==> config.mk <==
export PLATFORM = sky130hd
export DESIGN_NAME = arb8way16
export DESIGN_NICKNAME = d
export VERILOG_FILES = /design/src/rtl/arb8way16_pkg.sv /design/src/rtl/arb8way16_rr_pick8.sv /design/src/rtl/arb8way16.sv
export SDC_FILE = /design/constraint.sdc
export NUM_CORES = 1
export LEC_CHECK = 0
export CORE_ASPECT_RATIO = 0.8
export CORE_MARGIN = 8
export CORE_UTILIZATION = 37
export DETAILED_ROUTE_END_ITERATION = 8
export MAX_ROUTING_LAYER = met4
export PLACE_DENSITY = 0.78
export SYNTH_ARGS = -nofsm -noshare
export SYNTH_HDL_FRONTEND = slang
export SYNTH_SLANG_ARGS = --single-unit
==> constraint.sdc <==
create_clock -name clk -period 3.85 [get_ports clk]
set_clock_uncertainty 0.15 [all_clocks]
set_input_delay 0.77 -clock clk [delete_from_list [all_inputs] [get_ports clk]]
set_output_delay 0.77 -clock clk [all_outputs]
set_load 0.01 [all_outputs]
==> src/rtl/arb8way16_pkg.sv <==
// Shared types and constants for the 8-way round-robin arbiter.
// Holds the FSM state encoding and the pointer advance rule.
package arb_pkg;

   typedef enum logic {IDLE = 1'b0, BUSY = 1'b1} state_t;

   localparam int N_REQ = 8;
   localparam int SEL_W = 3;

   // N_REQ is a power of two, so the 3-bit add wraps 7 -> 0 by itself
   function automatic logic [SEL_W-1:0] rr_next(input logic [SEL_W-1:0] ptr);
      return ptr + SEL_W'(1);
   endfunction

endpackage

==> src/rtl/arb8way16_rr_pick8.sv <==
// Rotating-priority picker: first set request at or above ptr, wrapping 7 -> 0.
// Rotates a doubled request vector down by ptr, then priority-encodes the result.
module rr_pick8
   import arb_pkg::*;
(
   input  logic [N_REQ-1:0] req,
   input  logic [SEL_W-1:0] ptr,
   output logic [SEL_W-1:0] pick,
   output logic             any
);

   logic [2*N_REQ-1:0] w_dbl;
   logic [N_REQ-1:0]   w_rot;
   logic [SEL_W-1:0]   w_ofs;

   assign w_dbl = {req, req} >> ptr;
   assign w_rot = w_dbl[N_REQ-1:0];

   // Downward scan so the lowest set bit (closest to ptr) wins
   always_comb begin
      w_ofs = '0;
      for (int i = N_REQ - 1; i >= 0; i--) begin
         if (w_rot[i]) begin
            w_ofs = SEL_W'(i);
         end
      end
   end

   assign pick = ptr + w_ofs;
   assign any  = |req;

endmodule

==> src/rtl/arb8way16.sv <==
// Round-robin arbiter and sequencer sharing one registered WIDTH-bit bus among eight requesters.
// Bursts end on done, on a dropped request or after MAX_HOLD beats; each release costs one idle cycle.
module arb8way16
   import arb_pkg::*;
#(
   parameter int WIDTH    = 16,
   parameter int MAX_HOLD = 15
)(
   input  logic                   clk,
   input  logic                   rst_n,
   input  logic [N_REQ-1:0]       req,
   input  logic [N_REQ-1:0]       done,
   input  logic [N_REQ*WIDTH-1:0] din,
   output logic [N_REQ-1:0]       grant,
   output logic [SEL_W-1:0]       sel,
   output logic [WIDTH-1:0]       dout,
   output logic                   dout_valid
);

   localparam int              CNT_W = 8;
   localparam logic [CNT_W-1:0] LAST  = CNT_W'(MAX_HOLD - 1);

   state_t              r_state;
   logic [N_REQ-1:0]    r_grant;
   logic [SEL_W-1:0]    r_sel;
   logic [SEL_W-1:0]    r_ptr;
   logic [CNT_W-1:0]    r_cnt;
   logic [WIDTH-1:0]    r_dout;
   logic                r_valid;

   state_t              w_state_nxt;
   logic [N_REQ-1:0]    w_grant_nxt;
   logic [SEL_W-1:0]    w_sel_nxt;
   logic [SEL_W-1:0]    w_ptr_nxt;
   logic [CNT_W-1:0]    w_cnt_nxt;
   logic [WIDTH-1:0]    w_dout_nxt;
   logic                w_valid_nxt;

   logic [SEL_W-1:0]    w_pick;
   logic                w_any;
   logic [WIDTH-1:0]    w_words [N_REQ];
   logic [WIDTH-1:0]    w_mux;
   logic                w_req_g;
   logic                w_done_g;

   rr_pick8 u_pick (
      .req  (req),
      .ptr  (r_ptr),
      .pick (w_pick),
      .any  (w_any)
   );

   // 8-way data multiplexer, steered by the registered select code
   for (genvar k = 0; k < N_REQ; k++) begin : g_words
      assign w_words[k] = din[k*WIDTH +: WIDTH];
   end

   assign w_mux    = w_words[r_sel];
   assign w_req_g  = req[r_sel];
   assign w_done_g = done[r_sel];

   always_comb begin
      w_state_nxt = r_state;
      w_grant_nxt = r_grant;
      w_sel_nxt   = r_sel;
      w_ptr_nxt   = r_ptr;
      w_cnt_nxt   = r_cnt;
      w_dout_nxt  = r_dout;
      w_valid_nxt = 1'b0;
      case (r_state)
         IDLE: begin
            if (w_any) begin
               w_grant_nxt = N_REQ'(1) << w_pick;
               w_sel_nxt   = w_pick;
               w_cnt_nxt   = '0;
               w_state_nxt = BUSY;
            end
         end
         BUSY: begin
            if (w_req_g) begin
               w_dout_nxt  = w_mux;
               w_valid_nxt = 1'b1;
               w_cnt_nxt   = r_cnt + CNT_W'(1);
            end
            // done, dropped request and timeout all collapse into one release
            if (!w_req_g || w_done_g || (r_cnt == LAST)) begin
               w_grant_nxt = '0;
               w_ptr_nxt   = rr_next(r_sel);
               w_state_nxt = IDLE;
            end
         end
         default: begin
            w_state_nxt = IDLE;
            w_grant_nxt = '0;
         end
      endcase
   end

   always_ff @(posedge clk or negedge rst_n) begin
      if (!rst_n) begin
         r_state <= IDLE;
         r_grant <= '0;
         r_sel   <= '0;
         r_ptr   <= '0;
         r_cnt   <= '0;
         r_dout  <= '0;
         r_valid <= 1'b0;
      end else begin
         r_state <= w_state_nxt;
         r_grant <= w_grant_nxt;
         r_sel   <= w_sel_nxt;
         r_ptr   <= w_ptr_nxt;
         r_cnt   <= w_cnt_nxt;
         r_dout  <= w_dout_nxt;
         r_valid <= w_valid_nxt;
      end
   end

   assign grant      = r_grant;
   assign sel        = r_sel;
   assign dout       = r_dout;
   assign dout_valid = r_valid;

endmodule

* Yosys cells after proc, flatten, opt, wreduce, memory -nomap -nowiden
Cells that the tools add are included.
** Word-level totals
- Flip-flop bits (word level) :: 40
- Input port bits :: 146
- Output and inout port bits :: 28
** Operators by class
- $add $sub $neg :: 3
- $lt $le $gt $ge :: 2
- Eq/ne operators :: 4
- Shift-type cells :: 2
- Multiplexer cells :: 26
- Bitwise logic cells :: 2
- Reductions and logical operators :: 9
** Operators by type and width (count)
- binary-select mux 16 bit (select 3 bit) :: 1
- 2-to-1 mux 16 bit :: 2
- 2-to-1 mux 8 bit :: 4
- one-hot mux 8 bit (2 select lines) :: 2
- 2-to-1 mux 3 bit :: 8
- right shift 16 x 3 -> 8 bit :: 1
- AND reduction 2 bit :: 5
- adder 8 x 1 -> 8 bit, second input constant :: 1
- equality test 8 x 4 -> 1 bit, second input constant :: 1
- OR reduction 8 bit :: 1
- << shifter 1 x 3 -> 8 bit, first input constant :: 1
- binary-select mux 1 bit (select 3 bit) :: 2
- 2-to-1 mux 1 bit :: 6
- != test 2 x 1 -> 1 bit, second input constant :: 3
- greater-or-equal comparator 4 bit, second input constant :: 1
- less-than comparator 3 x 4 -> 1 bit, second input constant :: 1
- NOT 3 -> 4 bit :: 1
- adder 3 x 1 -> 3 bit, second input constant :: 1
- adder 3 bit :: 1
- logical OR 1 bit :: 2
- one-hot mux 1 bit (2 select lines) :: 1
- zero test 1 bit :: 1
- NOT 1 bit :: 1

* Logic depth before layout (Yosys ltp)
Gate-level depths: netlist (run 1).
- Depth in word-level cells :: 13
- Depth in mapped cells :: 15
- Gate-level depth less buffers :: 13

* Hierarchy
Synthesis (run 1) repeated with hierarchy kept, for this count alone.
** Second synthesis, totals
- Cell total of the unflattened synthesis :: 294
- Area total of the unflattened synthesis :: 3399.5 µm²
** Modules (own cells, without submodules)
- arb8way16 :: instances 1, cells each 244, area an instance 2880.3 µm²
- rr_pick8 :: instances 1, cells each 50, area an instance 519.2 µm²

* Worst setup path before layout (run 1)
No wires, ideal clock.
- Path kind :: reg2reg
- Start :: reg r_ptr[0]
- End :: reg r_grant[5] (netlist: grant[5])
- Setup time :: 0.066 ns
- Arrival :: 3.557 ns
- Slack :: 0.077 ns
- Stages on the path, launching flop included :: 15
- Buffers on the path :: 2
- Period minus slack after synthesis :: 3.773 ns
- Path through :: dfrtp_1 > buf_6 > buf_2 > mux4_2 > o21ai_0 > a21oi_1 > a211o_1 > o21ai_0 > a22o_1 > ha_1 > inv_1 > fa_1 > or4bb_1 > nor4_1 > a221o_1
** On the way
- Cells in the longest elaborated chain, start to end :: 13
** Ends and longest elaborated chain
- from (decl) :: line arb8way16.sv:26 : logic [SEL_W-1:0] r_ptr;
- from (signal assigned) :: line arb8way16.sv:112 : r_ptr <= w_ptr_nxt;
- right shift 16 x 3 -> 8 bit :: line arb8way16_rr_pick8.sv:16 : assign w_dbl = {req, req} >> ptr;
- 2-to-1 mux 3 bit (8 in a row) :: line arb8way16_rr_pick8.sv:23 : if (w_rot[i]) begin
- adder 3 bit (*) :: line arb8way16_rr_pick8.sv:29 : assign pick = ptr + w_ofs;
- << shifter 1 x 3 -> 8 bit (*) :: line arb8way16.sv:73 : w_grant_nxt = N_REQ'(1) << w_pick;
- 2-to-1 mux 8 bit (*) :: line arb8way16.sv:72 : if (w_any) begin
- one-hot mux 8 bit (2 select lines) (*) :: line arb8way16.sv:70 : case (r_state)
- to (signal assigned) :: line arb8way16.sv:110 : r_grant <= w_grant_nxt;
- to (decl) :: line arb8way16.sv:24 : logic [N_REQ-1:0] r_grant;
Every way passes the cells marked *; elsewhere a longest branch is shown, timed or not. The select of a mux whose other input is x is not followed.
A chain may end at the register's enable or synchronous reset.

* Worst setup path in the final report (run 1)
- Start :: in req[5]
- End :: reg r_grant[5] (netlist: grant[5])
** On the way
- Cells in the longest elaborated chain, start to end :: 13
- Elaborated cells on any way between the ends :: 22
- Classes of those cells :: add/sub (1); eq/ne (2); shift (2); mux (12); reduce/logical (5)
** Ends and longest elaborated chain
- from (decl) :: line arb8way16.sv:11 : input logic [N_REQ-1:0] req,
- right shift 16 x 3 -> 8 bit :: line arb8way16_rr_pick8.sv:16
- 2-to-1 mux 3 bit (8 in a row) :: line arb8way16_rr_pick8.sv:23
- adder 3 bit :: line arb8way16_rr_pick8.sv:29
- << shifter 1 x 3 -> 8 bit :: line arb8way16.sv:73
- 2-to-1 mux 8 bit :: line arb8way16.sv:72
- one-hot mux 8 bit (2 select lines) :: line arb8way16.sv:70
Parallel ways exist; a longest one is shown, timed or not. The select of a mux whose other input is x is not followed.

==> metrics.csv, run 1 <==
metric,value,unit
status,finished clean,
wire_per_inst,19.50,um
stdcell_count,608,
crit_arrival,3760,ps
path_cells,"dlygate4sd2_1, mux4_2, o221ai_2, a21oi_1, a211o_1, o21ai_1, a22o_1, ha_1, inv_1, fa_1, or4bb_4, nor4_4, a221o_1",
tightest_slew,899.2,ps
crit_type,input port to flop,
synth-edff-count,0,
period_share,96.04,%
dp_hpwl,9894,um
final_cell_mix,"164 x clkdlybuf4s50_1, 40 x mux4_2, 39 x dfrtp_1",
ys_ff_latch,40,
route.vias.total,3331,
place_area,0.005353,mm^2
grt_overflow_total,0,
finalHoldViolCount,0,
syn_avg_cell_area,11.04,um^2
drive_gt1_share,20.08,%
syn_to_final_growth,64.43,%
synth_top_cell_by_area,dfrtp_1,
path_max_fanout,3,
fillers,771,
h-tree-depth,2,
synthDistinctLibCells,52,
synth_area,0.003391,mm^2
power.leakage,0.002190,uW
ios,174,
dp.cells,600,
required,3910,ps
setup_viol_count_final,0,
finalCriticalPeriod,3698,ps
relSlewSlack,40.06,%
synth_top_cell_area_share,29.52,%
layout_commonest_cell,clkdlybuf4s50_1,
cts_tree,done,
placement_rows,31,
coreArea,0.008999,mm^2
crit_path_start_kind,input port,
ir_worst_vdd,0.4135,mV
diodes,0,
post-route-drc-count,0,
port_buffers,173,
vias_per_cell,5.479,
clock_sinks,40,
die_height,101.6,um
initial_core_util,37.68,%
cts_inserted_buffers,5,
maxCapViolCount,0,
fmax,270.4,MHz
slew_viol_final,0,
grt_max_degree,41,
dieArea,0.01250,mm^2
clockRootBuffer,clkbuf_16,
multi_input_area,0.002297,mm^2
slowest_stage,mux4_2,
first_global_vias,3631,
fin_nets,643,
drt-initial-drc-count,222,
critPathMaxStageDelay,530,ps
ys_warn_count,0,
holdCritPathClass,flop to flop,
p_total,3742,uW
ys.flop_type,dfrtp_1,
seq_area_frac_synth,29.52,%
antenna_found_initial,0,
grt_pass1_wl,18280,um
drt-pass1-iter-count,4,
power_density,671.1,mW/mm^2
cts.path.max_buffers,2,
dieWidth,123.0,um
syn_nets,458,
path_clk_slew,60,ps
synth-async-reset-ratio,100.0,%
syn_inst,307,
worstSkewPairLatency,280,ps
antenna_left,0,
end_kind,flop,
synthTopCellsByArea,"dfrtp_1 30%, mux4_2 27%, mux2i_1 6.2%",
track_usage,19.11,%
final_cell_area,0.005575,mm^2
wl,11860,um
fin_tns_setup,0,ps
gp_congestion,0.8981,
seqCellArea,0.001002,mm^2
whs,327.9,ps
[worst max-delay path, delay by kind of cell]
kind	cells	cell delay (ps)
AO/OA/AOI/OAI	6	890
adder cells (fa/ha/maj)	2	630
buffers and inverters	2	300
multiplexers	1	530
AND/OR/NAND/NOR	2	630
[flip-flops by register name, summed over array words and instances (netlist names)]
signal and count:
dout 16, dout_valid 1, grant 8, r_cnt 8, r_ptr 3, r_state 1
sel 3
[stage by stage]
step | worst slack [ps] | util (%)
5_1_grt | -31.30 | 61.96
3_3_place_gp | -346.3 | 59.48
2_1_floorplan | 77.22 | -
4_1_cts | 9.338 | 61.30
3_5_place_dp | -441.2 | 59.48
6_report | 152.3 | 61.96
[layer usage]
metal  part of all wire (%)  vias up  GRT usage [%]
met2                     50      131          31.46
met1                     42     1598          22.94
li1                       -     1582              -
met5                      0        -              -
met4                    2.6        0          5.448
met3                    5.3       20          4.568
[power breakdown]
part,internal (uW),switching [uW],leakage (uW)
Sequential,583,181,0.000512
Clock,305,164,0.0000808
Combinational,1310,1190,0.00160
Total,2200,1540,0.00219
[final timing paths]
check / startpoint / endpoint / slack (ps) / depth (start not counted)
min reg2reg: dout[1] / dout[1] / 330 / 2
min in group asynchronous: rst_n / grant[4] / 460 / 1
max: req[5] / grant[5] / 150 / 13
max in group asynchronous: rst_n / sel[0] / 2460 / 1
max reg2reg: r_ptr[0] / grant[3] / 180 / 15
min: dout[1] / dout[1] / 330 / 2
[cell usage after synthesis (all sizes together), types with 5 or more instances]
master	instances
clkbuf	10
a21oi	11
buf	15
inv	6
mux2i	21
nand3	5
nor2	18
a211o	5
dfrtp	40
a221o	9
nor2b	5
nand2	30
nor4	11
o21ai	27
mux4	40
[logic make-up (layout without fill, tap and decap cells)]
group / count (synthesis) / in the layout / share of synthesized area (%)
buffers and inverters: 31 / 217 / 4.649
AO/OA/AOI/OAI: 67 / 67 / 13.95
adder cells (fa/ha/maj): 5 / 5 / 2.067
AND/OR/NAND/NOR: 94 / 94 / 14.39
flip-flops: 40 / 40 / 29.52
multiplexers: 64 / 64 / 33.87
XOR/XNOR: 6 / 6 / 1.550
[final cells by class]
class | instances | area share, %
tap | 115 | 2.581
clock buffer | 6 | 2.311
clock inverter | 2 | 0.6284
inverter | 6 | 0.4039
multi-input combinational | 236 | 41.20
sequential | 40 | 17.98
timing repair buffer | 203 | 34.90
[timing repair]
item | in CTS | in global routing
hold buffers | 0 | 0
gates resized for setup | 13 | 11
pin swaps | 11 | 6
setup endpoints to repair | 6 | 5
buffers inserted | 0 | 0
Note: power is estimated with default switching activity, not from simulation.
==> run 2: changes to the inputs <==
--- a/config.mk
+++ b/config.mk
@@ -10,7 +10,7 @@
 export CORE_UTILIZATION = 37
 export DETAILED_ROUTE_END_ITERATION = 8
 export MAX_ROUTING_LAYER = met4
-export PLACE_DENSITY = 0.78
+export PLACE_DENSITY = 0.89
 export SYNTH_ARGS = -nofsm -noshare
 export SYNTH_HDL_FRONTEND = slang
 export SYNTH_SLANG_ARGS = --single-unit
==> run 2 against run 1 <==
Register-to-register slack gained 50 ps. Flip-flop and latch count unchanged. Combinational power hardly changed. Power grew 0.14%. Via count up 0.54%. Core utilization down 0.26 points. Clock power grew 5.1%. Sequential power down 2.7%. Sequential share of layout area increased by 0.077 points. Count of clock-buffer cells in the layout unchanged. Critical path type unchanged. Critical endpoint unchanged. Largest power group unchanged.
==> metrics.csv, run 2 (synthesis gave the netlist of run 1 again) <==
metric,value,unit
clock_sinks,40,
maxCapViolCount,0,
largest_register_ffs,16,
grt_overflow_total,0,
place_ws,-464.0,ps
syn_to_final_growth,63.73,%
cts.path.max_buffers,2,
final_cell_area,0.005552,mm^2
coreArea,0.008999,mm^2
finalCriticalPeriod,3734,ps
fin_tns_setup,0,ps
wl,12130,um
crit_type,input port to flop,
power.leakage,0.002176,uW
p_total,3747,uW
grt_max_degree,41,
dieWidth,123.0,um
antenna_left,0,
period_share,96.99,%
required,3920,ps
crit_arrival,3800,ps
tightest_slew,876.3,ps
layout_commonest_cell,clkdlybuf4s50_1,
gp_congestion,0.8557,
post-route-drc-count,0,
dieArea,0.01250,mm^2
path_clk_slew,60,ps
relSlewSlack,41.58,%
dp_hpwl,10080,um
ff2ff_path_depth,13,
end_kind,flop,
diodes,0,
fin_ws,116.1,ps
r2r_setup_slack,230,ps
initial_core_util,37.68,%
drt-pass1-iter-count,4,
port_buffers,173,
cts_inserted_buffers,5,
h-tree-depth,2,
crit_path_start_kind,input port,
wire_per_inst,20.06,um
fin_nets,640,
finalHoldViolCount,0,
die_height,101.6,um
fmax,267.8,MHz
drt-initial-drc-count,151,
place_area,0.005330,mm^2
route.vias.total,3349,
slew_viol_final,0,
grt_pass1_wl,18950,um
ir_worst_vdd,0.3272,mV
worstSkewPairLatency,280,ps
first_global_vias,3797,
path_max_fanout,4,
clockRootBuffer,clkbuf_16,
final_cell_mix,"164 x clkdlybuf4s50_1, 40 x mux4_2, 39 x dfrtp_1",
track_usage,19.80,%
status,finished clean,
cts_tree,done,
setup_viol_count_final,0,
ios,174,
antenna_found_initial,0,
placement_rows,31,
holdCritPathClass,flop to flop,
power_density,674.9,mW/mm^2
drive_gt1_share,20.61,%
vias_per_cell,5.536,
hold_depth,2,
run 2: cell count changes in the layout (fill, tap and decap cells not counted), moves of 2 or more:
cell	delta
dlygate4sd2_1	-5
mux2i_1	+2
nor4_2	+2
clkdlybuf4s15_1	+3
buf_4	-2
run 2: through the flow:
| stage | instances | hold WS, ps | util [%] |
|---|---|---|---|
| after floorplan | 307 | 324.4 | - |
| after global placement | 597 | 312.8 | 59.23 |
| after detailed placement | 597 | 319.4 | 59.23 |
| after CTS | 605 | 333.3 | 61.26 |
| after global routing | 605 | 353.0 | 61.69 |
| final | 605 | 330.1 | 61.69 |
run 2: path summary, 6_finish.rpt:
kind                          start  endpoint
hold reg to reg             dout[4]   dout[4]
setup / recovery             req[2]  grant[5]
hold / removal              dout[4]   dout[4]
setup reg to reg           r_ptr[0]  grant[5]
max in group asynchronous     rst_n    sel[0]
min in group asynchronous     rst_n  grant[0]
run 2: power breakdown:
| group | internal [uW] | switching [uW] | leakage (uW) |
|---|---|---|---|
| Clock | 325 | 168 | 0.0000871 |
| Sequential | 583 | 160 | 0.000512 |
| Combinational | 1300 | 1210 | 0.00158 |
run 2: area by class of cell:
class,count,area (um^2)
clock buffer,6,138.9
tap,115,143.9
clock inverter,2,38.79
multi-input combinational,236,2283
sequential,40,1002
timing repair buffer,200,1922
fill,723,3447
inverter,6,22.52
run 2: repair_timing:
item | CTS | global route
gates resized for setup | 19 | 11
setup endpoints to repair | 7 | 6
buffers inserted | 0 | 0
hold buffers | 0 | 0
pin swaps | 10 | 4
run 2: metal layers:
metal / wire length [um] / global-route usage [%]
met5: 0 / -
met4: 286 / 5.078
met3: 798 / 5.125
met2: 6369 / 34.63
met1: 4679 / 22.09
run 2: critical path: stages:
cell,delay [ps]
clkdlybuf4s15_2,200
mux4_2,510
o221ai_2,150
a21oi_1,70
a211o_1,260
o21ai_1,140
a22o_1,160
ha_2,170
inv_2,40
fa_1,540
or4bb_4,470
nor4_2,170
a221o_1,150
==> run 3: changes to the inputs <==
--- a/config.mk
+++ b/config.mk
@@ -11,6 +11,7 @@
 export DETAILED_ROUTE_END_ITERATION = 8
 export MAX_ROUTING_LAYER = met4
 export PLACE_DENSITY = 0.89
+export SETUP_SLACK_MARGIN = 0.02
 export SYNTH_ARGS = -nofsm -noshare
 export SYNTH_HDL_FRONTEND = slang
 export SYNTH_SLANG_ARGS = --single-unit
==> run 3 against run 2 <==
Count of clock-buffer cells in the layout did not move. Power rose by 0.25%. First-iteration DRC count fell by 7.9%. Register-to-register slack barely moved. Sequential share of layout area barely moved. Combinational power barely moved. Final cell count did not move. Core utilization fell by 0.097 points. Setup slack improved by 14 ps. Critical path type unchanged. Critical path depth did not move. Final area fell by 0.16%.
==> metrics.csv, run 3 (synthesis gave the netlist of run 1 again) <==
metric,value,unit
status,finished clean,
cts_tree,done,
cts.path.max_buffers,2,
route.vias.total,3383,
gp_congestion,0.8557,
required,3920,ps
first_global_vias,3797,
grt_use_met1,22.16,%
diodes,0,
path_clk_slew,60,ps
coreArea,0.008999,mm^2
track_usage,19.82,%
port_buffers,173,
placement_rows,31,
cts_inserted_buffers,5,
wire_per_inst,20.16,um
ir_worst_vdd,0.3279,mV
grt_pass1_wl,18980,um
dieArea,0.01250,mm^2
path_max_fanout,4,
h-tree-depth,2,
wl,12190,um
die_height,101.6,um
syn_to_final_growth,63.47,%
antenna_found_initial,0,
final_cell_mix,"164 x clkdlybuf4s50_1, 40 x mux4_2, 39 x dfrtp_1",
crit_type,input port to flop,
tightest_slew,880.8,ps
end_kind,flop,
power.leakage,0.002175,uW
post-route-drc-count,0,
whs,328.4,ps
r2r_setup_slack,220,ps
drt-pass1-iter-count,4,
finalCriticalPeriod,3720,ps
slew_viol_final,0,
ff2ff_path_depth,13,
place_area,0.005330,mm^2
largest_register_ffs,16,
fin_nets,640,
path_cells,"dlygate4sd2_1, mux4_2, o21a_1, nor2_1, o21ai_0, o21ai_1, a22o_1, ha_2, inv_2, fa_1, or4bb_4, nor4_2, a221o_1",
setup_viol_count_final,0,
maxCapViolCount,0,
min_to,dout[9],
final_cell_area,0.005543,mm^2
grt.busiest_layer,met2,
hp-start,dout[9],
dp_hpwl,10080,um
worstSkewPairLatency,280,ps
critPathMaxStageDelay,540,ps
grt_overflow_total,0,
dieWidth,123.0,um
drt-initial-drc-count,139,
hold_depth,2,
fmax,268.8,MHz
relSlewSlack,41.28,%
drive_gt1_share,21.02,%
vias_per_cell,5.592,
crit_arrival,3790,ps
use_met3,5.125,%
period_share,96.63,%
grt_max_degree,41,
clock_sinks,40,
reg2reg_to,grant[5],
initial_core_util,37.68,%
post_cts_buffers,0,
antenna_left,0,
finalHoldViolCount,0,
ios,174,
use_met2,34.63,%
layout_commonest_cell,clkdlybuf4s50_1,
clockRootBuffer,clkbuf_16,
power_density,677.7,mW/mm^2
crit_path_start_kind,input port,
regToRegStartpoint,r_ptr[0],
holdCritPathClass,flop to flop,
slowest_stage,fa_1,
run 3: how the worst max path moves through the flow:
stage | depth (start not counted) | end | slack (ps) | start
detailed placement | 13 | grant[5] | -460 | req[2]
CTS | 13 | grant[5] | 30 | req[4]
floorplan | 14 | grant[5] | 80 | r_ptr[0]
global route | 15 | grant[7] | -20 | req[4]
finish | 13 | grant[5] | 130 | req[6]
global placement | 13 | grant[5] | -400 | req[2]
run 3: critical path: cells and delay by family:
family / cells / cell delay (ps)
buffers and inverters: 2 / 320
muxes: 1 / 500
AOI/OAI and AO/OA: 5 / 770
and+or+nand+nor: 3 / 720
adders and majority gates: 2 / 710
run 3: final cells by class:
| class | count | area, um^2 |
|---|---|---|
| tap | 115 | 143.9 |
| fill | 726 | 3456 |
| multi-input combinational | 236 | 2286 |
| clock inverter | 2 | 38.79 |
| inverter | 6 | 22.52 |
| timing repair buffer | 200 | 1911 |
| sequential | 40 | 1002 |
| clock buffer | 6 | 138.9 |
run 3: what timing repair did:
action,in CTS,in global routing
pin swaps,10,4
resized for setup,22,12
endpoints found under the setup margin,8,6
hold buffers,0,0
run 3: per-layer routing:
layer | up-vias | share of wire, %
li1 | 1579 | -
met1 | 1632 | 39
met2 | 152 | 52
met3 | 20 | 6.6
met4 | 0 | 2.3
met5 | - | 0
run 3: metrics by stage:
stage | power [uW] | TNS [ps] | utilization [%] | setup WS [ps] | cells
global placement | 3099 | -2533 | 59.23 | -395.9 | 597
floorplan | 2383 | 0 | - | 77.22 | 307
detailed placement | 3192 | -3213 | 59.23 | -464.0 | 597
global route | 4044 | -35.45 | 61.60 | -18.93 | 605
finish | 3756 | 0 | 61.60 | 129.6 | 605
CTS | 3711 | 0 | 61.14 | 29.66 | 605
run 3: report_power, final:
group	internal [uW]	leakage (uW)	switching, uW
Combinational	1300	0.00158	1220
Clock	325	0.0000871	169
Sequential	583	0.000512	163
Total	2210	0.00218	1550
